`src/rtl/i2c_pkg.sv`:
```
// i2c_pkg: command/state encodings and phase/bit counts shared by the I2C master.
package i2c_pkg;
   typedef enum logic [1:0] {CMD_START = 2'd0, CMD_WRITE = 2'd1, CMD_READ = 2'd2, CMD_STOP = 2'd3} cmd_t;
   typedef enum logic [2:0] {IDLE, START, BIT, STOP, ERR} state_t;
   localparam int PHASES = 4;
   localparam int BITS   = 9;
endpackage

```
`src/rtl/i2c_master.sv`:
```
// i2c_master: byte-level open-drain I2C master timed by edges of clk_gen_i.
// Ports: clk_i/rst clock and sync reset; clk_gen_i phase strobe (each edge is a tick);
// cmd_valid/cmd_ready/cmd/wr_data/rd_nack command handshake; rd_data/ack_o/done/err
// results; bus_active between START and STOP; scl_oe/sda_oe pull-low enables;
// scl_i/sda_i synchronised pad levels.
module i2c_master
   import i2c_pkg::*;
#(
   parameter bit STRETCH_EN = 1'b1
) (
   input  logic       clk_i,
   input  logic       rst,
   input  logic       clk_gen_i,
   input  logic       cmd_valid,
   output logic       cmd_ready,
   input  logic [1:0] cmd,
   input  logic [7:0] wr_data,
   input  logic       rd_nack,
   output logic [7:0] rd_data,
   output logic       ack_o,
   output logic       done,
   output logic       err,
   output logic       bus_active,
   output logic       scl_oe,
   output logic       sda_oe,
   input  logic       scl_i,
   input  logic       sda_i
);
   state_t                      st;
   cmd_t                        c;
   logic [$clog2(PHASES)-1:0]   ph;
   logic [3:0]                  bn;
   logic [7:0]                  sh;
   logic                        nack, gen_q, tick, hold, adv, ack_bit;

   assign tick    = clk_gen_i ^ gen_q;
   // a slave holding SCL low after release stalls the sampling phase
   assign hold    = STRETCH_EN && ph == 2'd2 && !scl_i;
   assign adv     = tick && !hold;
   assign ack_bit = bn == 4'(BITS - 1);

   always_ff @(posedge clk_i) begin
      if (rst) begin
         st         <= IDLE;
         c          <= CMD_START;
         ph         <= '0;
         bn         <= '0;
         sh         <= '0;
         nack       <= 1'b0;
         gen_q      <= 1'b0;
         cmd_ready  <= 1'b1;
         done       <= 1'b0;
         err        <= 1'b0;
         ack_o      <= 1'b0;
         rd_data    <= '0;
         bus_active <= 1'b0;
         scl_oe     <= 1'b0;
         sda_oe     <= 1'b0;
      end else begin
         gen_q <= clk_gen_i;
         done  <= 1'b0;
         err   <= 1'b0;
         case (st)
            IDLE: begin
               if (done) cmd_ready <= 1'b1;
               else if (cmd_valid && cmd_ready) begin
                  cmd_ready <= 1'b0;
                  c         <= cmd_t'(cmd);
                  sh        <= wr_data;
                  nack      <= rd_nack;
                  ph        <= '0;
                  bn        <= '0;
                  if (cmd == CMD_START) st <= START;
                  else if (!bus_active) st <= ERR;
                  else if (cmd == CMD_STOP) st <= STOP;
                  else st <= BIT;
               end
            end
            ERR: begin
               // one spare cycle so done/err land two cycles after acceptance
               if (ph == 2'd0) ph <= 2'd1;
               else begin
                  done <= 1'b1;
                  err  <= 1'b1;
                  st   <= IDLE;
               end
            end
            START: if (adv) begin
               ph <= ph + 2'd1;
               case (ph)
                  2'd0: sda_oe <= 1'b0;
                  2'd1: scl_oe <= 1'b0;
                  2'd2: sda_oe <= 1'b1;
                  default: begin
                     scl_oe     <= 1'b1;
                     done       <= 1'b1;
                     bus_active <= 1'b1;
                     st         <= IDLE;
                  end
               endcase
            end
            STOP: if (adv) begin
               ph <= ph + 2'd1;
               case (ph)
                  2'd0: sda_oe <= 1'b1;
                  2'd1: scl_oe <= 1'b0;
                  2'd2: sda_oe <= 1'b0;
                  default: begin
                     done       <= 1'b1;
                     bus_active <= 1'b0;
                     st         <= IDLE;
                  end
               endcase
            end
            BIT: if (adv) begin
               ph <= ph + 2'd1;
               case (ph)
                  2'd0: sda_oe <= ack_bit ? (c == CMD_READ && !nack) : (c == CMD_WRITE && !sh[7]);
                  2'd1: scl_oe <= 1'b0;
                  2'd2: begin
                     // data bits shift the line into sh; the ACK bit leaves sh holding the byte
                     if (!ack_bit) sh <= {sh[6:0], sda_i};
                     else if (c == CMD_WRITE) ack_o <= ~sda_i;
                  end
                  default: begin
                     scl_oe <= 1'b1;
                     bn     <= bn + 4'd1;
                     if (ack_bit) begin
                        done <= 1'b1;
                        st   <= IDLE;
                        if (c == CMD_READ) rd_data <= sh;
                     end
                  end
               endcase
            end
            default: st <= IDLE;
         endcase
      end
   end
endmodule

```
`config.mk`:
```
export PLATFORM = sky130hd
export DESIGN_NAME = i2c_master
export DESIGN_NICKNAME = d
export VERILOG_FILES = /design/src/rtl/i2c_pkg.sv /design/src/rtl/i2c_master.sv
export SDC_FILE = /design/constraint.sdc
export NUM_CORES = 1
export LEC_CHECK = 0
export CORE_MARGIN = 1
export CORE_UTILIZATION = 50
export CTS_CLUSTER_SIZE = 30
export DETAILED_ROUTE_END_ITERATION = 16
export PLACE_DENSITY = 0.85
export SETUP_SLACK_MARGIN = 0.05
export SLEW_MARGIN = 10
export SYNTH_ARGS = -nofsm -noshare
export SYNTH_HDL_FRONTEND = slang
export SYNTH_SLANG_ARGS = --single-unit
```
`constraint.sdc`:
```
create_clock -name clk_i -period 6.05 [get_ports clk_i]
set_clock_uncertainty 0.2 [all_clocks]
set_input_delay 0.605 -clock clk_i [delete_from_list [all_inputs] [get_ports clk_i]]
set_output_delay 0.605 -clock clk_i [all_outputs]
set_load 0.005 [all_outputs]
```
## After elaboration in Yosys (flattened, before gate mapping)

Cells that the tools add are included.

| storage, ports and cells | value |
|---|---|
| flip-flop bits (word level) | 36 |
| input port bits | 17 |
| output and inout port bits | 15 |
| word-level logic and storage cells | 144 |

| cells by class | value |
|---|---|
| add/sub/neg operators | 2 |
| equality and inequality tests | 32 |
| muxes and demuxes | 55 |
| bitwise operators | 5 |
| reductions and logical operators | 35 |

Operators with widths:

| kind | number |
|---|---|
| 8-bit two-way mux | 5 |
| 2-bit != test, second input constant | 17 |
| 3-bit two-way mux | 10 |
| 5-bit AND reduction | 6 |
| 1-bit two-way mux | 21 |
| 4-bit two-way mux | 4 |
| 8-bit case mux with 2 select lines | 1 |
| 3-bit case mux with 4 select lines | 1 |
| 1-bit case mux with 2 select lines | 5 |
| 2-bit two-way mux | 4 |
| 4-bit case mux with 2 select lines | 1 |
| 8-bit AND reduction | 1 |
| 2-bit nonzero test | 4 |
| 2-bit OR reduction | 4 |
| 7-bit AND reduction | 1 |
| 2-bit == test, second input constant | 3 |
| 3-bit by 2-bit == test with 1-bit output, second input constant | 2 |
| 2-bit by 1-bit != test with 1-bit output, second input constant | 3 |
| 3-bit != test, second input constant | 2 |
| 1-bit case mux with 3 select lines | 2 |
| 2-bit case mux with 3 select lines | 1 |
| 6-bit AND reduction | 1 |
| 3-bit nonzero test | 2 |
| 3-bit OR reduction | 2 |
| other kinds (14) | 26 |

## Depth between registers and ports, before layout

Gate-level depths: netlist (run 1).

| depth | value |
|---|---|
| depth in word-level cells | 7 |
| gate-level depth with buffers | 8 |

## Least setup slack after synthesis (run 1)

OpenSTA, ideal clock, no wires.

| timing | value |
|---|---|
| path type | flip-flop to flip-flop |
| start point | register ph[0] |
| end point | register sh[0] |
| setup time | 0.121 ns |
| data arrival time | 1.801 ns |
| setup slack | 3.927 ns |
| cell stages (with the launch flop) | 9 |
| path buffers | 2 |
| period minus slack after synthesis | 2.123 ns |
| path through | dfxtp_1 inv_1 ha_1 nand2b_1 clkbuf_1 nand3_1 a22o_1 buf_6 mux2_4 |

| on the way | value |
|---|---|
| word-level cells in the longest chain between the ends | 6 |
| elaborated cells between the ends (all ways) | 7 |
| classes of those cells | eq/ne (3); reduce/logical (4) |

RTL lines:

| item | line | text |
|---|---|---|
| from (decl) | i2c_master.sv:31 | `logic [$clog2(PHASES)-1:0] ph;` |
| from (signal assigned) | i2c_master.sv:89 | `ph <= ph + 2'd1;` |
| from (signal assigned) | i2c_master.sv:103 | `ph <= ph + 2'd1;` |
| from (signal assigned) | i2c_master.sv:116 | `ph <= ph + 2'd1;` |
| 2-bit == test (*) | i2c_master.sv:38, i2c_master.sv:117 |  |
| 1-bit logical AND | i2c_master.sv:38 | `assign hold = STRETCH_EN && ph == 2'd2 && !scl_i;` |
| 1-bit zero test | i2c_master.sv:39 | `assign adv = tick && !hold;` |
| 1-bit logical AND | i2c_master.sv:39 |  |
| 2-bit != test (no source line) | -- |  |
| 6-bit AND reduction (no source line) (*) | -- |  |
| to (signal assigned) | i2c_master.sv:69 | `sh <= wr_data;` |
| to (signal assigned) | i2c_master.sv:122 | `if (!ack_bit) sh <= {sh[6:0], sda_i};` |
| to (decl) | i2c_master.sv:33 | `logic [7:0] sh;` |

Every way passes the cells marked *; elsewhere a longest branch is shown, timed or not.
A chain may end at the register's enable or synchronous reset.

## Final worst setup path (run 1)

| timing | value |
|---|---|
| start point | register st[1] |
| end point | register bn[3] |

| on the way | value |
|---|---|
| word-level cells in the longest chain between the ends | 3 |
| elaborated cells between the ends (all ways) | 9 |
| classes of those cells | eq/ne (5); mux (1); reduce/logical (3) |

RTL lines:

| item | line | text |
|---|---|---|
| from (decl) | i2c_master.sv:29 | `state_t st;` |
| from (signal assigned) | i2c_master.sv:44 | `st <= IDLE;` |
| from (signal assigned) | i2c_master.sv:73 | `if (cmd == CMD_START) st <= START;` |
| from (signal assigned) | i2c_master.sv:74 | `else if (!bus_active) st <= ERR;` |
| 3-bit by 2-bit == test with 1-bit output / 3-bit zero test (equally long branches) | i2c_master.sv:63 | `case (st)` |
| 2-bit != test (no source line) / 2-bit nonzero test (equally long branches) | -- |  |
| 5-bit AND reduction (no source line) | -- |  |
| to (signal assigned) | i2c_master.sv:127 | `bn <= bn + 4'd1;` |
| to (decl) | i2c_master.sv:32 | `logic [3:0] bn;` |

Parallel ways exist; a longest one is shown, timed or not.

==> results.txt, run 1 <==
- Status: finished, final reports clean
* Highest clock frequency the design can meet: 0.3364 GHz
* Largest net degree at the start of global routing: 44
- The root buffer cell chosen for the clock tree is clkbuf_8.
- Data arrives at the worst endpoint at 3.00 ns.
* CTS H-tree lvls: 2
- The die covers ~4200 µm².
- Critical R2R Launch: st[1]
- Width of the chip: between 60 and 70 µm
- All-layer global routing usage: about 23%
* Path type of the worst min-delay path: flop to flop
* Mux share of post-synthesis cell area: between 10% and 20%
- Last weighted congestion value of the routability-driven placer: slightly above 0.8
- In this run the most critical hold path is launched from scl_oe.
- Share of the cycle needed by the critical path after routing: 49.14%
- For this run, the number of Yosys warnings is 0.
- After the first detailed-routing iteration, the DRC count stood at about 130.
- Clock insertion delay at the later pin of the skew report: just under 0.3 ns
- Synthesis produced a netlist with a net count of 244.
* Cell taking the most area after synthesis: dfxtp_1
- Floorplan core area: between 3000 and 4000 µm²
* Gate Count Post-Synth: around 220
- Power spread over the standard cell area amounts to ~230 nW/µm².
- Setup repair after global routing left no endpoint under its margin.
* Share of cells above drive strength 1: under 10%
- TritonCTS created 5 clock buffers.
- Post-CTS repair changed the size of 0 cells.
* Clk buf depth: 2
- Primary FF master, synth: dfxtp_1
* Global-route wire length before repair: ~7.3 mm
- The count of cells in the finished layout, fillers not included, comes to a little under 300.
* Period minus WS final: 2.973 ns
- In the final layout, the multi-input gates occupy 1146 µm².
* HPWL reported at the end of detailed placement: 2.939 mm
- Category of the worst setup path launch point: flop
- Data required time at the worst endpoint: just over 6 ns
* Share of the synthesized area in compound gates (AO/OA/AOI/OAI): 16.06%
- Across the VDD grid, the largest voltage drop is approximately 0.17 mV.
* Initial antenna violation count: 0
* FF-to-FF End: bn[3]
- Adder-cell share of the synthesized area: between 3 and 4%
- Post-CTS Setup Inserts: 0
- Transition time at the pin with the least slew margin: just over 1 ns
* Number of nets in the layout: ~270
- TritonCTS built the clock tree.
- Placed cell count: approximately 290
- Flop-to-flop setup slack: roughly 3 ns
- Via density: 5.763
* Number of standard-cell rows in the floorplan: 22
* Area growth, synth to finish: 21.35%
- The repair_antennas step left the layout with diodes totalling 0.
* Rel. slew slack: slightly above 30%
* Hold Buf Count CTS: 0
* # Max-Cap Violations: 0
- Summing the areas of all xor and xnor instances in the mapped netlist gives about 1.3% of the synthesized area.
- Maximum fanout along the worst path: 13
* Leakage power: around 0.83 nW
- Clock tree sinks: 36
- Clock-pin slew on the worst setup and hold paths: about 0.08 ns
- The worst setup path is captured at a flop.
- Number of cells traversed by the worst register-to-register path: 4
- In this run, synthesis produced a sequential element count of 36.
- The mapped netlist covers slightly below 2000 µm².
- Worst Setup SP: st[1]
- The synthesized netlist devotes between 20% and 30% of its cell area to simple gates.
- By area the synthesized netlist is led by dfxtp_1 (37%), mux2_4 (6.1%), mux2i_1 (5.6%), nand3_1 (4.6%), a21oi_1 (4.3%).
- Top-area cell type share of the netlist area: between 30% and 40%
* Max Transition Viols Final: 0
* Number of synthesized flops with an enable pin: 0
- Sum Neg Setup Slack: 0 ns
- Unique cell type count in the Yosys netlist: 50
- Overall die height: about 65 µm
- Share of synthesized registers carrying an async set or reset: 0%
- Vias: 1700
- In the routed design, unresolved DRC markers number 0.
- Once the floorplan was initialized, standard cells occupied 52.83% of the core.
- The critical path in this run is classified as flop to flop.
* Via count of the first global-routing pass: between 1500 and 2000
- Grt total ovfl: 0
* Sequential fraction of the synthesis area: between 30 and 40%
- The count of nets left with antenna violations once routing finished came out at 0.
- Number of ports placed on the die boundary: 32
- # fillers: 325
* Number of buffers added on ports: 31
- Capture point of the worst path: bn[3]
- Largest family of logic cells by synthesized area: simple AND/OR/NAND/NOR gates
* WL per Instance: 14.35 µm
- Area occupied by registers: a little over 700 µm²
* Length of the first detailed-routing pass in iterations: 4
* Final-report setup violation count: 0
* Syn avg cell area: ~8.9 µm²
- Routed wire length: around 4.2 mm
- The number of hold violations in the final report is 0.
-- final cells by class --
type | count | area share (%)
clock buffer | 5 | 2.889
clock inverter | 3 | 1.786
inverter | 7 | 1.103
multi-input combinational | 164 | 48.11
sequential | 36 | 30.25
tap | 48 | 2.521
timing repair buffer | 32 | 13.34
-- sequential cells by signal, indices dropped and copies added (netlist names) --
| name | count |
|---|---|
| rd_data | 8 |
| sh | 8 |
| bn | 4 |
| st | 3 |
| c | 2 |
| ph | 2 |
| ack_o | 1 |
| bus_active | 1 |
| cmd_ready | 1 |
| done | 1 |
| err | 1 |
| gen_q | 1 |
| nack | 1 |
| scl_oe | 1 |
| sda_oe | 1 |
-- worst min-delay path by stage --
| stage | slack, ns | to | depth (start not counted) |
|---|---|---|---|
| 6_report | 0.27 | scl_oe | 2 |
| 2_1_floorplan | 0.24 | nack | 2 |
| 4_1_cts | 0.28 | scl_oe | 2 |
| 3_5_place_dp | 0.26 | nack | 2 |
| 3_3_place_gp | 0.26 | rd_data[3] | 2 |
| 5_1_grt | 0.30 | scl_oe | 2 |
-- cells in the final DEF, fill, tap and decap left out, drive strengths merged, types with 2 or more instances in the layout --
cell,n
nand3b,5
clkdlybuf4s50,31
nor2b,10
dfxtp,36
mux2i,11
or3,5
xor2,2
o21ai,16
ha,6
nand4,2
nor2,14
inv,7
a21boi,2
nor4b,3
clkbuf,5
nand2,10
nand3,18
nor3,4
o2111ai,2
o2111a,2
and3b,2
o31ai,2
nor3b,4
o21a,2
mux2,8
nand2b,4
a21oi,17
-- through the flow --
stage	cell area, µm²	setup WS, ns	hold slack [ns]	util [%]	total power (W)
final	2382	3.077	0.2734	64.11	0.0005455
after global routing	2382	2.911	0.2953	64.11	0.0005671
after CTS	2382	3.086	0.2791	64.11	0.0005456
after detailed placement	2271	3.119	0.2622	61.11	0.0003368
after global placement	2271	3.218	0.2645	61.11	0.0003353
after floorplan	1963	3.927	0.2365	-	0.0003135
-- cells in the mapped netlist (3+ instances only) --
master,n
nor4b_1,3
nor2_1,14
clkbuf_1,6
nand3_1,18
inv_1,7
nor3b_1,3
o21ai_0,15
nor2b_1,10
or3_1,5
mux2i_1,11
dfxtp_1,36
a21oi_1,17
mux2_4,8
nand2_1,9
nand3b_1,5
nand2b_1,4
nor3_1,3
ha_1,6
buf_2,4
-- worst max-delay path: stages (launching register included) --
cell	delay [ns]
dfxtp_1	0.60
nor3b_2	0.92
nand4_1	0.56
or3_1	0.50
a21boi_1	0.13
-- report_power, final --
group	switching (W)	internal, W	leakage, nW	total [W]
Clock	0.0000909	0.000122	0.0541	0.000213
Sequential	0.0000145	0.000247	0.292	0.000262
Combinational	0.0000336	0.0000376	0.486	0.0000712
-- layer usage --
layer | up-vias | part of all wire (%) | GRT usage (%)
li1 | 846 | - | -
met2 | 56 | 47 | 35.53
met5 | - | 0 | 0
met3 | 6 | 5.9 | 5.458
met4 | 0 | 1.2 | 8.611
met1 | 792 | 46 | 30.65
-- cells by family after synthesis --
| family | Yosys count |
|---|---|
| and+or+nand+nor | 86 |
| AOI/OAI and AO/OA | 51 |
| DFF | 36 |
| buffers and inverters | 21 |
| muxes | 19 |
| adders and majority gates | 6 |
| xor gates and xnor gates | 2 |
(Power assumes the default switching activity.)
==> inputs of run 2 (changes only) <==
- clock period: 6.05 -> 2.75 ns (I/O delays scaled with it)
==> results.txt, run 2 (synthesis results as in run 1) <==
- At the pin with the least slew margin, the transition time is 0.5243 ns.
* Clock tree from TritonCTS: built
- Area occupied by registers: around 700 µm²
* WL per Instance: 14.58 µm
- In this run the remaining antenna-violating nets after routing total 0.
* Final worst-path setup slack: roughly 0.42 ns
* Length of the first detailed-routing pass in iterations: 4
- In the layout the commonest cells are dfxtp_1 (36), clkdlybuf4s50_1 (31), nand3_1 (18).
- In this run the static leakage power is slightly below 0.9 nW.
* Number of antenna repair diodes: 0
- The worst path needs ~2.3 ns of the cycle, external delays included.
* Floorplan core area: about 3700 µm²
* Width of the chip: approximately 65 µm
- TritonCTS Buffers: 5
- Once the floorplan was initialized, standard cells occupied between 50% and 60% of the core.
- Setup repair after global routing left no endpoint under its margin.
* Max Transition Viols Final: 0
- Summing all multi-input logic gate instances after layout gives 1146 µm².
- # fillers: around 300
* Worst setup slack before clock tree synthesis: ~0.36 ns
- The detailed router placed approximately 1700 vias in this run.
- The largest registers in the layout are rd_data: 8 flops, sh: 8 flops, bn: 4 flops.
* Number of nets in the layout: between 200 and 300
- Largest net degree at the start of global routing: 44
- Leaving out fill and tap cells, the most frequent cell in the layout is dfxtp_1.
* Clk buf depth: 2
- The die is about 65 µm tall.
- The number of hold violations in the final report came to 0.
- Kind of critical path: flop to flop
- Non-filler cells, final: approximately 300
- Clock Root Buffer: clkbuf_8
- Path type of the worst min-delay path: flop to flop
- CTS built an H-tree with a depth of 2.
- Hold Buf Count CTS: 0
* Post-layout util: approximately 66%
- Number of standard-cell rows in the floorplan: 22
- The area growth from synthesis to layout is 24.03%.
- Total die area: roughly 4200 µm²
- Grt total ovfl: 0
- The tool flagged a number of max-cap violations equal to 0.
- Port buffering added 31 buffers.
* Placed cell count: around 300
- In the routed layout, each cell is associated on average with a via count of ~5.7.
- Once the clock tree was built, the setup fixing pass inserted 0 buffers.
* HPWL reported at the end of detailed placement: slightly above 3 mm
- Maximum fanout along the worst path: 8
* Sum Neg Setup Slack: 0 ns
- The final layout contains routed wiring with a total length of roughly 4.4 mm.
- Post-detailed-route DRC marker count: 0
- Power spread over the standard cell area amounts to around 490 nW/µm².
- Global-route wire length before repair: between 7 and 8 mm
- The number of antenna violations at the first check in global routing is 0.
- Data arrival time of the critical path: 2.32 ns
* Worst-case vdd ir drop: 0.2990 mV
- Resize count post-CTS: 0
- Last weighted congestion value of the routability-driven placer: 0.8790
* Via count of the first global-routing pass: 1563
- The run finished with clean final reports.
- Clock-pin slew was measured on the worst setup and hold paths at around 0.070 ns.
- Worst Setup SP: ph[0]
- Data required time at the worst endpoint: around 2.7 ns
- The tree built by TritonCTS fans out to 36 sinks.
- Category of the worst setup path launch point: flop
- Measured against its own limit, the worst slew margin works out to 65.04%.
* Share of the cycle needed by the critical path after routing: 84.81%
* All-layer global routing usage: 23.38%
- Number of ports placed on the die boundary: 32
* Share of cells above drive strength 1: 11.42%
- In this run, the number of DRC markers left after iteration 0 of detailed routing was between 100 and 150.
* Highest clock frequency the design can meet: between 0.4 and 0.5 GHz
- Critical R2R Launch: ph[0]
* Hold path startpoint: nack
* Final-report setup violation count: 0
- Clock insertion delay at the later pin of the skew report: 0.30 ns
* Element type at the critical path end: flop
## run 2: metrics by stage
| step | hold slack, ns | cell area (µm²) | total power, W |
|---|---|---|---|
| 3_3_place_gp | 0.2484 | 2323 | 0.0007396 |
| 4_1_cts | 0.2703 | 2435 | 0.001207 |
| 5_1_grt | 0.2875 | 2435 | 0.001256 |
| 6_report | 0.2708 | 2435 | 0.001205 |
| 3_5_place_dp | 0.2564 | 2323 | 0.0007453 |
| 2_1_floorplan | 0.2032 | 1963 | 0.0006898 |
## run 2: metal layers
layer  GRT usage [%]  routed length (µm)  vias up
li1                -                   -      859
met4           11.11                  74        0
met1           30.59                2034      801
met3           7.570                 191        7
met2           34.47                2101       43
met5               0                   0        -
## run 2: power breakdown
group	leakage, nW	internal (W)	switching [W]
Combinational	0.523	0.0000860	0.0000843
Sequential	0.292	0.000544	0.0000228
Clock	0.0541	0.000268	0.000200
Total	0.869	0.000898	0.000307
## run 2: final cells by class
type,instances,area share [%]
repair buffers,39,15.21
clock buffers,5,2.826
well taps,48,2.467
inverters,7,1.079
clock inverters,3,1.747
multi-input cells,164,47.07
flip-flops and latches,36,29.60
## run 2: final timing paths
path	end	slack, ns	cells past startpoint
hold reg to reg	nack	0.27	2
setup reg to reg	sh[1]	0.42	6
hold / removal	nack	0.27	2
setup / recovery	sh[1]	0.42	6
## run 2: worst max-delay path: stages, from the launching register on
cell,delay [ns]
dfxtp_1,0.41
inv_1,0.09
ha_1,0.29
nand2b_1,0.24
nand3_1,0.16
a22o_1,0.45
mux2_4,0.36
==> inputs of run 3 (changes only) <==
- clock period: 2.75 -> 2.2 ns (I/O delays scaled with it)
==> results.txt, run 3 (synthesis results as in run 1) <==
- At the worst endpoint, the required time is 2.19 ns.
- Once detail routing completed, the nets flagged for antenna violations numbered 0.
- Commonest cells after routing, fill and taps aside: dfxtp_1 (36), clkdlybuf4s50_1 (31), nand3_1 (18)
- The worst setup path is captured at a flop.
- Number of antenna repair diodes: 0
- The tightest min-delay check is of the flop to flop type.
* Area growth, synth to finish: 28.11%
* Share of the cycle needed by the critical path after routing: 91.87%
- Sum Neg Setup Slack: 0 ns
- Data arrival time of the critical path: ~2 ns
- Rel. slew slack: 65.63%
- Category of the worst setup path launch point: flop
- Largest net degree at the start of global routing: 44
* Worst-case vdd ir drop: 0.4789 mV
- In this run the static leakage power is slightly above 0.9 nW.
- The die covers about 4200 µm².
- Before antenna repair, the detailed router went through 4 iterations.
- Once the floorplan was initialized, standard cells occupied a little over half of the core.
- The core region is ~3700 µm².
- Clock insertion delay at the later pin of the skew report: a little under 0.3 ns
* Total power per unit cell area: about 600 nW/µm²
* Sum of internal, switching and leakage power: around 0.0015 W
- In this run the number of H-tree levels came out at 2.
- The number of cells on the worst reg-to-reg path is 4.
- Based on the critical path, the design can be clocked at up to 0.4947 GHz.
* Largest registers in the final layout: rd_data: 8 flops, sh: 8 flops, bn: 4 flops
* Number of buffers added on ports: 31
- Clock-pin slew on the worst setup and hold paths: ~0.070 ns
- Period minus WS final: ~2 ns
* Grt total ovfl: 0
- Setup repair after global routing left no endpoint under its margin.
* Post-CTS Setup Inserts: 0
- The number of antenna violations at the first check in global routing was 0.
- The first global-routing pass estimated approximately 7.4 mm of wire.
- Buffers inserted during clock tree synthesis total 5.
* Hold Path Depth: 2
- All-layer global routing usage: between 20% and 30%
- Number of standard-cell rows in the floorplan: 22
- Transition time at the pin with the least slew margin: 0.5156 ns
* Last weighted congestion value of the routability-driven placer: 0.8220
- Summed over all layers, the routed wires come to approximately 4.5 mm.
- Using the TritonRoute via totals, the vias-per-cell ratio works out to between 5 and 6.
* Width of the chip: between 60 and 70 µm
* Via count of the first global-routing pass: about 1600
- The tree is rooted in a clkbuf_8.
- 32 I/O pins were placed.
- Summing all non-filler instances in the final layout gives an area of 2515 µm².
- In this run the worst path has a maximum fanout of 8.
- Number of design-rule violations left by the first detailed-router iteration: 126
- Kind of critical path: flop to flop
- Hold Buf Count CTS: 0
- Vias: about 1800
* Instance area at placement: 2404 µm²
- The post-route netlist has about 14% of its cells at a drive strength greater than 1.
- Clock tree sinks: 36
- HPWL reported at the end of detailed placement: around 3.2 mm
* Post-detailed-route DRC marker count: 0
- The tool flagged a number of max-cap violations equal to 0.
- The number of max-slew violations in the final report was 0.
* Number of nets in the layout: between 200 and 300
* Resize count post-CTS: 0
- Overall die height: 64.66 µm
- No sink is reached through more buffers than the 2 on the longest clock path.
- WL per Instance: 14.45 µm
- Clock tree from TritonCTS: built
* Most common library cell in the layout ignoring fill and taps: dfxtp_1
- Final-report setup violation count: 0
- Status: finished, final reports clean
- The number of hold violations in the final report came to 0.
## run 3: final timing paths
path | from | endpoint | slack, ns
setup / recovery | st[1] | sh[0] | 0.18
hold / removal | scl_oe | scl_oe | 0.27
setup reg to reg | st[1] | sh[0] | 0.18
hold reg to reg | scl_oe | scl_oe | 0.27
## run 3: layout make-up
| class | count | area [µm²] |
|---|---|---|
| fill | 290 | 1201 |
| multi-input combinational | 164 | 1146 |
| sequential | 36 | 720.7 |
| timing repair buffer | 48 | 450.4 |
| clock buffer | 5 | 68.82 |
| tap | 48 | 60.06 |
| clock inverter | 3 | 42.54 |
| inverter | 7 | 26.28 |
## run 3: critical path, cell delays in order (launching register included)
cell	delay (ns)
dfxtp_1	0.38
nor3b_2	0.33
buf_4	0.20
a22o_1	0.46
mux2_4	0.35
## run 3: per-layer routing
layer | vias to the layer above | part of all wire, % | global-route usage, %
met1 | 833 | 45 | 30.61
met4 | 0 | 1.6 | 10.28
met5 | - | 0 | 0
met2 | 52 | 48 | 37.50
met3 | 6 | 6.2 | 6.338
li1 | 884 | - | -
## run 3: per-stage QoR
step | instances | util [%] | worst slack, ns | hold WS, ns
2_1_floorplan | 221 | - | 0.07744 | 0.1482
3_3_place_gp | 303 | 64.68 | 0.09338 | 0.2607
3_5_place_dp | 303 | 64.68 | 0.03954 | 0.2650
4_1_cts | 311 | 67.68 | 0.1699 | 0.2792
5_1_grt | 311 | 67.68 | 0.09192 | 0.2945
6_report | 311 | 67.68 | 0.1788 | 0.2736
## run 3: where the power goes
part	switching (W)	internal, W	leakage, nW
sequential	0.0000253	0.000680	0.292
combinational	0.000112	0.000121	0.570
clock	0.000245	0.000335	0.0541
